### src/rtl/mem_arbiter.sv
// Round-robin arbiter that funnels an instruction-fetch port and a data port onto one
// request/wait memory bus, one transaction at a time, with a WAIT-phase timeout.
module mem_arbiter #(
    parameter int TIMEOUT = 64
) (
    input  logic        clk,
    input  logic        rst_n,
    input  logic        i_req,
    input  logic [31:0] i_addr,
    output logic        i_ack,
    output logic [31:0] i_rdata,
    input  logic        d_req,
    input  logic        d_rw,
    input  logic [31:0] d_addr,
    input  logic [31:0] d_wdata,
    output logic        d_ack,
    output logic [31:0] d_rdata,
    output logic        err,
    output logic        mem_enable,
    output logic        mem_rw,
    output logic [31:0] mem_address,
    output logic [31:0] mem_write_data,
    input  logic        mem_wait,
    input  logic [31:0] mem_read_data
);

    localparam int   CNT_W  = $clog2(TIMEOUT + 1);
    localparam logic PORT_I = 1'b0;
    localparam logic PORT_D = 1'b1;

    typedef enum logic [1:0] {
        IDLE  = 2'd0,
        ISSUE = 2'd1,
        WAIT  = 2'd2,
        RESP  = 2'd3
    } state_t;

    state_t           state_r;
    logic             owner_r;
    logic             last_r;
    logic             grant_s;
    logic             done_s;
    logic             timeout_s;
    logic [CNT_W-1:0] wait_cnt_r;
    logic [31:0]      resp_data_s;

    // Round-robin pick among live requests; a tie goes to the port not granted last.
    always_comb begin
        grant_s = PORT_I;
        if (i_req && d_req) begin
            grant_s = (last_r == PORT_I) ? PORT_D : PORT_I;
        end else if (d_req) begin
            grant_s = PORT_D;
        end else begin
            grant_s = PORT_I;
        end
    end

    // WAIT exit conditions; the first WAIT cycle (count 0) never completes on mem_wait.
    always_comb begin
        done_s      = (wait_cnt_r != {CNT_W{1'b0}}) && !mem_wait;
        timeout_s   = !done_s && (wait_cnt_r == CNT_W'(TIMEOUT));
        resp_data_s = 32'h0000_0000;
        if (done_s && !mem_rw) begin
            resp_data_s = mem_read_data;
        end else begin
            resp_data_s = 32'h0000_0000;
        end
    end

    // Transaction FSM; every bus and response output is a register written here.
    always_ff @(posedge clk) begin
        if (!rst_n) begin
            state_r        <= IDLE;
            owner_r        <= PORT_I;
            last_r         <= PORT_I;
            wait_cnt_r     <= {CNT_W{1'b0}};
            i_ack          <= 1'b0;
            d_ack          <= 1'b0;
            err            <= 1'b0;
            i_rdata        <= 32'h0000_0000;
            d_rdata        <= 32'h0000_0000;
            mem_enable     <= 1'b0;
            mem_rw         <= 1'b0;
            mem_address    <= 32'h0000_0000;
            mem_write_data <= 32'h0000_0000;
        end else begin
            i_ack <= 1'b0;
            d_ack <= 1'b0;
            err   <= 1'b0;
            case (state_r)
                IDLE: begin
                    if (i_req || d_req) begin
                        owner_r        <= grant_s;
                        last_r         <= grant_s;
                        mem_enable     <= 1'b1;
                        mem_rw         <= (grant_s == PORT_D) ? d_rw : 1'b0;
                        mem_address    <= (grant_s == PORT_D) ? d_addr : i_addr;
                        mem_write_data <= (grant_s == PORT_D) ? d_wdata : 32'h0000_0000;
                        wait_cnt_r     <= {CNT_W{1'b0}};
                        state_r        <= ISSUE;
                    end else begin
                        state_r <= IDLE;
                    end
                end
                ISSUE: begin
                    state_r <= WAIT;
                end
                WAIT: begin
                    if (done_s || timeout_s) begin
                        mem_enable <= 1'b0;
                        err        <= timeout_s;
                        if (owner_r == PORT_D) begin
                            d_ack   <= 1'b1;
                            d_rdata <= resp_data_s;
                        end else begin
                            i_ack   <= 1'b1;
                            i_rdata <= resp_data_s;
                        end
                        state_r <= RESP;
                    end else begin
                        wait_cnt_r <= wait_cnt_r + CNT_W'(1);
                        state_r    <= WAIT;
                    end
                end
                RESP: begin
                    state_r <= IDLE;
                end
                default: begin
                    state_r <= IDLE;
                end
            endcase
        end
    end

endmodule

### config.mk
export PLATFORM = sky130hd
export DESIGN_NAME = mem_arbiter
export DESIGN_NICKNAME = d
export VERILOG_FILES = /design/src/rtl/mem_arbiter.sv
export SDC_FILE = /design/constraint.sdc
export NUM_CORES = 1
export LEC_CHECK = 0
export BUFFER_PORTS_ARGS = -buffer_cell sky130_fd_sc_hd__buf_4
export CAP_MARGIN = 15
export CORE_ASPECT_RATIO = 0.75
export CORE_UTILIZATION = 45
export DETAILED_ROUTE_END_ITERATION = 7
export GPL_TIMING_DRIVEN = 1
export PLACE_DENSITY = 0.84
export SLEW_MARGIN = 20
export SYNTH_ARGS = -nofsm -noshare
export SYNTH_HDL_FRONTEND = slang
export SYNTH_SLANG_ARGS = --single-unit
### constraint.sdc
create_clock -name clk -period 2.7 [get_ports clk]
set_input_delay 0.54 -clock clk [delete_from_list [all_inputs] [get_ports clk]]
set_output_delay 0.54 -clock clk [all_outputs]
set_load 0.005 [all_outputs]
==> results.toml, run 1 <==
[die]
io_pins = 267
start_util_pct = 46.6
fp.coreArea_sq_mm = 0.0124
die_width_um = 133
die_area_sq_mm = 0.0133
die_h_um = 100
num_rows = 35

[pwr]
clkPwrFrac_pct = 38.9
p_seq_share_pct = 41.4
combPwrFrac_pct = 19.7
sw_frac_of_total_pct = 27.6
p_sw_mw = 1.59
max-vdd-ir-drop_mv = 0.491
p_leak_nw = 4.14
p_int_mw = 4.19
power.density_cell_area_mw_per_mm2 = 683

[final_layout]
finalInstanceArea_sq_mm = 0.00847
drive_gt1_share_pct = 36.4
seq_area_sq_mm = 0.00286
layout_commonest_cell = "buf_4"
layout.nets = 1003
final_cell_mix = "buf_4, dfxtp_1, nand2_1"
diodes = 0
nFillCells = 1003
multiInputGateArea_sq_mm = 0.00271
syn_to_final_growth_pct = 46.2
final_core_util_pct = 68.1

[routing]
vias_per_cell = 5.04
drt_wl_total_um = 15000
wl_per_cell_um = 14.4
dr.pass1.iters = 5
antenna_left = 0
drtIter0Drc = 252
num_vias = 5255
drc = 0

[synth]
netlist_area_sq_mm = 0.00579
synth_edf_count = 0
yosys_most_used_dff = "dfxtp_1"
syn_area_per_cell_sq_um = 9.32
synth_cell_types = 37
synth_fp_nets = 761
synth_warnings = 0
async_reset_ff_share_pct = 0
yosys.area.top_type = "dfxtp_1"
post_synth_main_area_contributors = "dfxtp_1, mux2i_1, nand2_1, o211a_1, a22oi_1"
yosysTopAreaCellShare_pct = 49.4
seq_area_frac_synth_pct = 49.4
synthCells = 622
synth-seq-cells = 143

[sta]
fin_crit_sh_pct = 80.5
max_freq_ghz = 0.460
period_needed_ps = 2170
skew_ps = 9.30
tightest_slew_ps = 610
fin_tns_setup_ps = 0
rsz0062_at_grt = "false"
slew_headroom_pct = 59.3
report.final.hold_viol_count = 0
finalSetupViolations = 0
slew_violations = 0

[min_path]
holdPathEnd = "i_rdata[3]"
min_path_cells = 3
min-delay-start = "mem_read_data[3]"
hp-class = "in2reg"

[worst_setup_path]
r2r_start = "wait_cnt_r[0]"
critical_path_arrival_ps = 2500
end_kind = "flop"
crit_path_max_fanout = 32
reg2reg_to = "d_rdata[18]"
crit_type = "reg2reg"
rrSetupSlack_ps = 530
required_ps = 3020
startpoint_type = "flop"
r2r_cells = 8

[clocking]
clock_latency_ps = 400
path_clk_slew_ps = 70
htree_levels = 4
cts_setup_buffers = 0
cts_buffer_depth = 2
root_buffer = "clkbuf_16"
cts_sinks = 143
cts_tree = "done"
numCtsBuffers = 17
cts_resized = 0
cts_hold_buffers = 0

[place]
hpwlAfterDp_um = 10500
place_congestion = 0.779
port_buffers = 266
place_area_sq_mm = 0.00790

[global_routing]
antenna_found_initial = 0
grt_max_degree = 65
grt-ovfl-total = 0
grt_pass1_wl_um = 24100
grt_usage_pct = 22.5
grt_pass1_vias = 4965

[run]
max_cap_violations = 0

[run_status]
status = "finished clean"
critical path: stages, from the launching register on:
cell and delay (ps):
dfxtp_1 340, inv_1 70, ha_1 140, or4b_4 510
o31ai_4 340, nor2_4 90, nand2_2 100, buf_12 230
mux2i_1 240
state kept, by name, summed over array words and instances (netlist names):
| signal | flops |
|---|---|
| d_rdata | 32 |
| i_rdata | 32 |
| mem_address | 32 |
| mem_write_data | 32 |
| wait_cnt_r | 7 |
| state_r | 2 |
| d_ack | 1 |
| err | 1 |
| i_ack | 1 |
| last_r | 1 |
| mem_enable | 1 |
| mem_rw | 1 |
cell usage after synthesis (3+ instances only):
cell,n
clkbuf_1,35
dfxtp_1,143
o21ai_1,8
nand3_1,41
o21ai_0,32
nor2b_1,35
ha_1,5
mux2i_1,64
nand2_1,136
or3_1,3
buf_4,3
a22oi_1,33
o211a_1,33
inv_1,5
buf_1,5
buf_2,3
nor2_1,5
buf_6,3
a21oi_1,5
nand4_1,3
clkbuf_2,3
power groups by stage:
stage	clock, mW	sequential (mW)	combinational [mW]
2_1_floorplan	0	2.44	0.583
3_3_place_gp	0	2.43	1.13
3_5_place_dp	0	2.44	1.15
4_1_cts	2.31	2.40	1.15
5_1_grt	2.42	2.42	1.25
6_report	2.25	2.40	1.14
routing by layer:
layer | wire length (um) | track usage, % | vias to the layer above
li1 | - | - | 2640
met4 | 107 | 6.90 | 0
met2 | 7270 | 38.6 | 172
met5 | 0 | 0 | -
met3 | 1050 | 6.26 | 9
met1 | 6570 | 27.5 | 2434
logic make-up after synthesis:
logic type	count (synthesis)	share of synthesized area [%]
buf+inv	57	4.41
fa+ha+maj	5	1.08
flops	143	49.4
compound gates	118	15.2
simple gates	235	18.9
mux	64	11.1
layout make-up:
type	count	share of cell area (%)
Clock buffer	19	5.23
Clock inverter	13	1.54
Inverter	5	0.222
Multi-Input combinational cell	422	31.9
Sequential cell	143	33.8
Tap cell	166	2.45
Timing Repair Buffer	275	24.8
stage by stage:
stage	power (mW)	hold WS [ps]	worst slack, ps	std cells
after floorplan	3.03	445	670	622
after global placement	3.56	439	662	1011
after detailed placement	3.59	446	555	1011
after CTS	5.85	340	522	1043
after global routing	6.09	344	439	1043
final	5.78	361	527	1043
worst max-delay path by stage:
| stage | from | to | slack (ps) |
|---|---|---|---|
| finish | wait_cnt_r[0] | d_rdata[18] | 530 |
| global route | wait_cnt_r[0] | wait_cnt_r[3] | 440 |
| CTS | wait_cnt_r[0] | d_rdata[18] | 520 |
| detailed placement | wait_cnt_r[0] | d_rdata[18] | 560 |
| global placement | wait_cnt_r[0] | wait_cnt_r[5] | 660 |
| floorplan | wait_cnt_r[0] | i_rdata[19] | 670 |
(Power assumes the default switching activity.)
==> inputs of run 2 (changes only) <==
--- a/config.mk
+++ b/config.mk
@@ -8,10 +8,10 @@
 export BUFFER_PORTS_ARGS = -buffer_cell sky130_fd_sc_hd__buf_4
 export CAP_MARGIN = 15
 export CORE_ASPECT_RATIO = 0.75
-export CORE_UTILIZATION = 45
+export CORE_UTILIZATION = 42
 export DETAILED_ROUTE_END_ITERATION = 7
 export GPL_TIMING_DRIVEN = 1
-export PLACE_DENSITY = 0.84
+export PLACE_DENSITY = 0.83
 export SLEW_MARGIN = 20
 export SYNTH_ARGS = -nofsm -noshare
 export SYNTH_HDL_FRONTEND = slang
==> constraint.sdc (replaced) <==
create_clock -name clk -period 1.8 [get_ports clk]
set_input_delay 0.36 -clock clk [delete_from_list [all_inputs] [get_ports clk]]
set_output_delay 0.36 -clock clk [all_outputs]
set_load 0.005 [all_outputs]
==> run 2 against run 1 <==
The flow now finishes with violations (setup timing). Register-to-register slack got worse by 810 ps. Routed wire length increased by 11%. Final area increased by 7.6%. Power increased by 53%. Cell count increased by 3.4%. Critical endpoint is now wait_cnt_r[6]. Global-route usage decreased by 1.0 points. Worst hold slack got worse by 180 ps. First-iteration DRC count increased by 18%. Fmax increased by 4.4%. Combinational power increased by 71%. Clock-buffer cell count decreased by 1.
==> results.toml, run 2 (synthesized netlist as in run 1, its figures left out) <==
[clocking]
cts_sinks = 143
path_clk_slew_ps = 70
cts_buffer_depth = 2
clock_latency_ps = 410
root_buffer = "clkbuf_16"
cts_hold_buffers = 0
htree_levels = 4
numCtsBuffers = 17
cts_tree = "done"

[sta]
report.final.hold_viol_count = 0
finalSetupViolations = 74
rsz0062_at_grt = "true"
slew_headroom_pct = 55.4
fin_crit_sh_pct = 116
fin_ws_ps = -282
fin_tns_setup_ps = -14070
tightest_slew_ps = 668
period_needed_ps = 2080
skew_ps = 14.4
slew_violations = 0
max_freq_ghz = 0.480

[final_layout]
final_cell_mix = "buf_4, dfxtp_1, nand2_1"
layout_commonest_cell = "buf_4"
layout.nets = 1033
syn_to_final_growth_pct = 57.3
diodes = 0
nFillCells = 1009
drive_gt1_share_pct = 43.7

[routing]
drtIter0Drc = 298
wl_met1_um = 6870
drt_wl_total_um = 16600
drc = 0
num_vias = 5501
dr_wl_met2_um = 8090
wl_per_cell_um = 15.4
routed.top_layer = "met4"
dr_wl_met3_um = 1500
dr.pass1.iters = 5
antenna_left = 0
vias_per_cell = 5.10

[worst_setup_path]
path_delay_family = "simple AND/OR/NAND/NOR gates"
crit_chain = "inv_2 > ha_4 > or4b_4 > nor3_4 > o2111ai_1 > buf_4 > or3_1 > nand3_1"
startpoint_type = "flop"
critical-path-max-stage-delay_ps = 520
end_kind = "flop"
required_ps = 2140
crit_path_top_delay_cell = "or4b_4"
crit_buf_inv = 2
crit_path_max_fanout = 5
crit_type = "reg2reg"
critical_path_arrival_ps = 2420

[place]
place_congestion = 0.832
port_buffers = 266
hpwlAfterDp_um = 10500

[pwr]
p_leak_nw = 4.42
max-vdd-ir-drop_mv = 0.883
finalPower_mw = 8.86
power.density_cell_area_mw_per_mm2 = 972

[die]
die_area_sq_mm = 0.0143
die_width_um = 138
io_pins = 267
die_h_um = 104
num_rows = 36
fp.coreArea_sq_mm = 0.0132
start_util_pct = 43.8

[global_routing]
grt_pass1_vias = 5107
grt-ovfl-total = 0
grt_max_degree = 146
grt_usage_pct = 21.5
antenna_found_initial = 0
grt_pass1_wl_um = 24400

[run]
max_cap_violations = 0

[run_status]
status = "finished, violations left"
violations = "setup timing"

[min_path]
hp-class = "in2reg"
==> run 2: cell types whose count changed in the layout (fill, tap and decap cells not counted), sizes merged <==
cell	previous run	this run
inv	9	13
buf	275	301
clkbuf	19	22
bufinv	1	0
clkinv	2	3
clkinvlp	6	3
==> run 2: metrics by stage <==
step                area, sq um  worst slack, ps  cells  hold WS [ps]  util [%]
detailed placement         8090             -216   1032           452      61.1
global placement           8090             -145   1032           445      61.1
finish                     9110             -282   1078           183      68.8
CTS                        8810             -222   1074           170      66.5
floorplan                  5830             -217    622           452         -
global route               9110             -354   1078           177      68.8
==> run 2: layout make-up <==
cell class	count	area, sq um	area share (%)
inverters	5	18.8	0.206
clock inverters	14	120	1.32
well taps	171	214	2.35
clock buffers	18	439	4.82
repair buffers	305	2530	27.8
flip-flops and latches	143	2870	31.4
multi-input cells	422	2920	32.1
==> run 2: repair_timing <==
item	CTS	global route
cloned	3	5
gates resized for setup	24	60
pin swaps	3	27
buffers inserted	7	0
setup endpoints to repair	73	74
==> run 2: final timing paths <==
path                    to  slack (ps)               from  cells past startpoint
min            i_rdata[25]         180  mem_read_data[25]                      3
max reg2reg  wait_cnt_r[6]        -280      wait_cnt_r[0]                      8
max          wait_cnt_r[6]        -280      wait_cnt_r[0]                      8
min reg2reg    i_rdata[14]         450        i_rdata[14]                      2
==> run 2: worst reg2reg max path, delay by kind of cell, from the launching register on <==
family	cells	cell delay (ps)
fa+ha+maj	1	120
buf+inv	2	260
simple gates	4	1130
compound gates	1	180
flops	1	320
==> run 2: report_power, final <==
| part | leakage, nW | switching [mW] | internal [mW] | total (mW) |
|---|---|---|---|---|
| Combinational | 2.99 | 0.935 | 1.01 | 1.95 |
| Sequential | 1.17 | 0.142 | 3.44 | 3.58 |
| Clock | 0.269 | 1.48 | 1.85 | 3.33 |
| Total | 4.42 | 2.56 | 6.30 | 8.86 |
==> run 2: layer usage <==
layer / vias to the layer above / GRT usage, %
met1: 2569 / 26.6
met5: - / 0
met4: 0 / 6.12
met3: 13 / 6.17
met2: 210 / 35.8
li1: 2709 / -
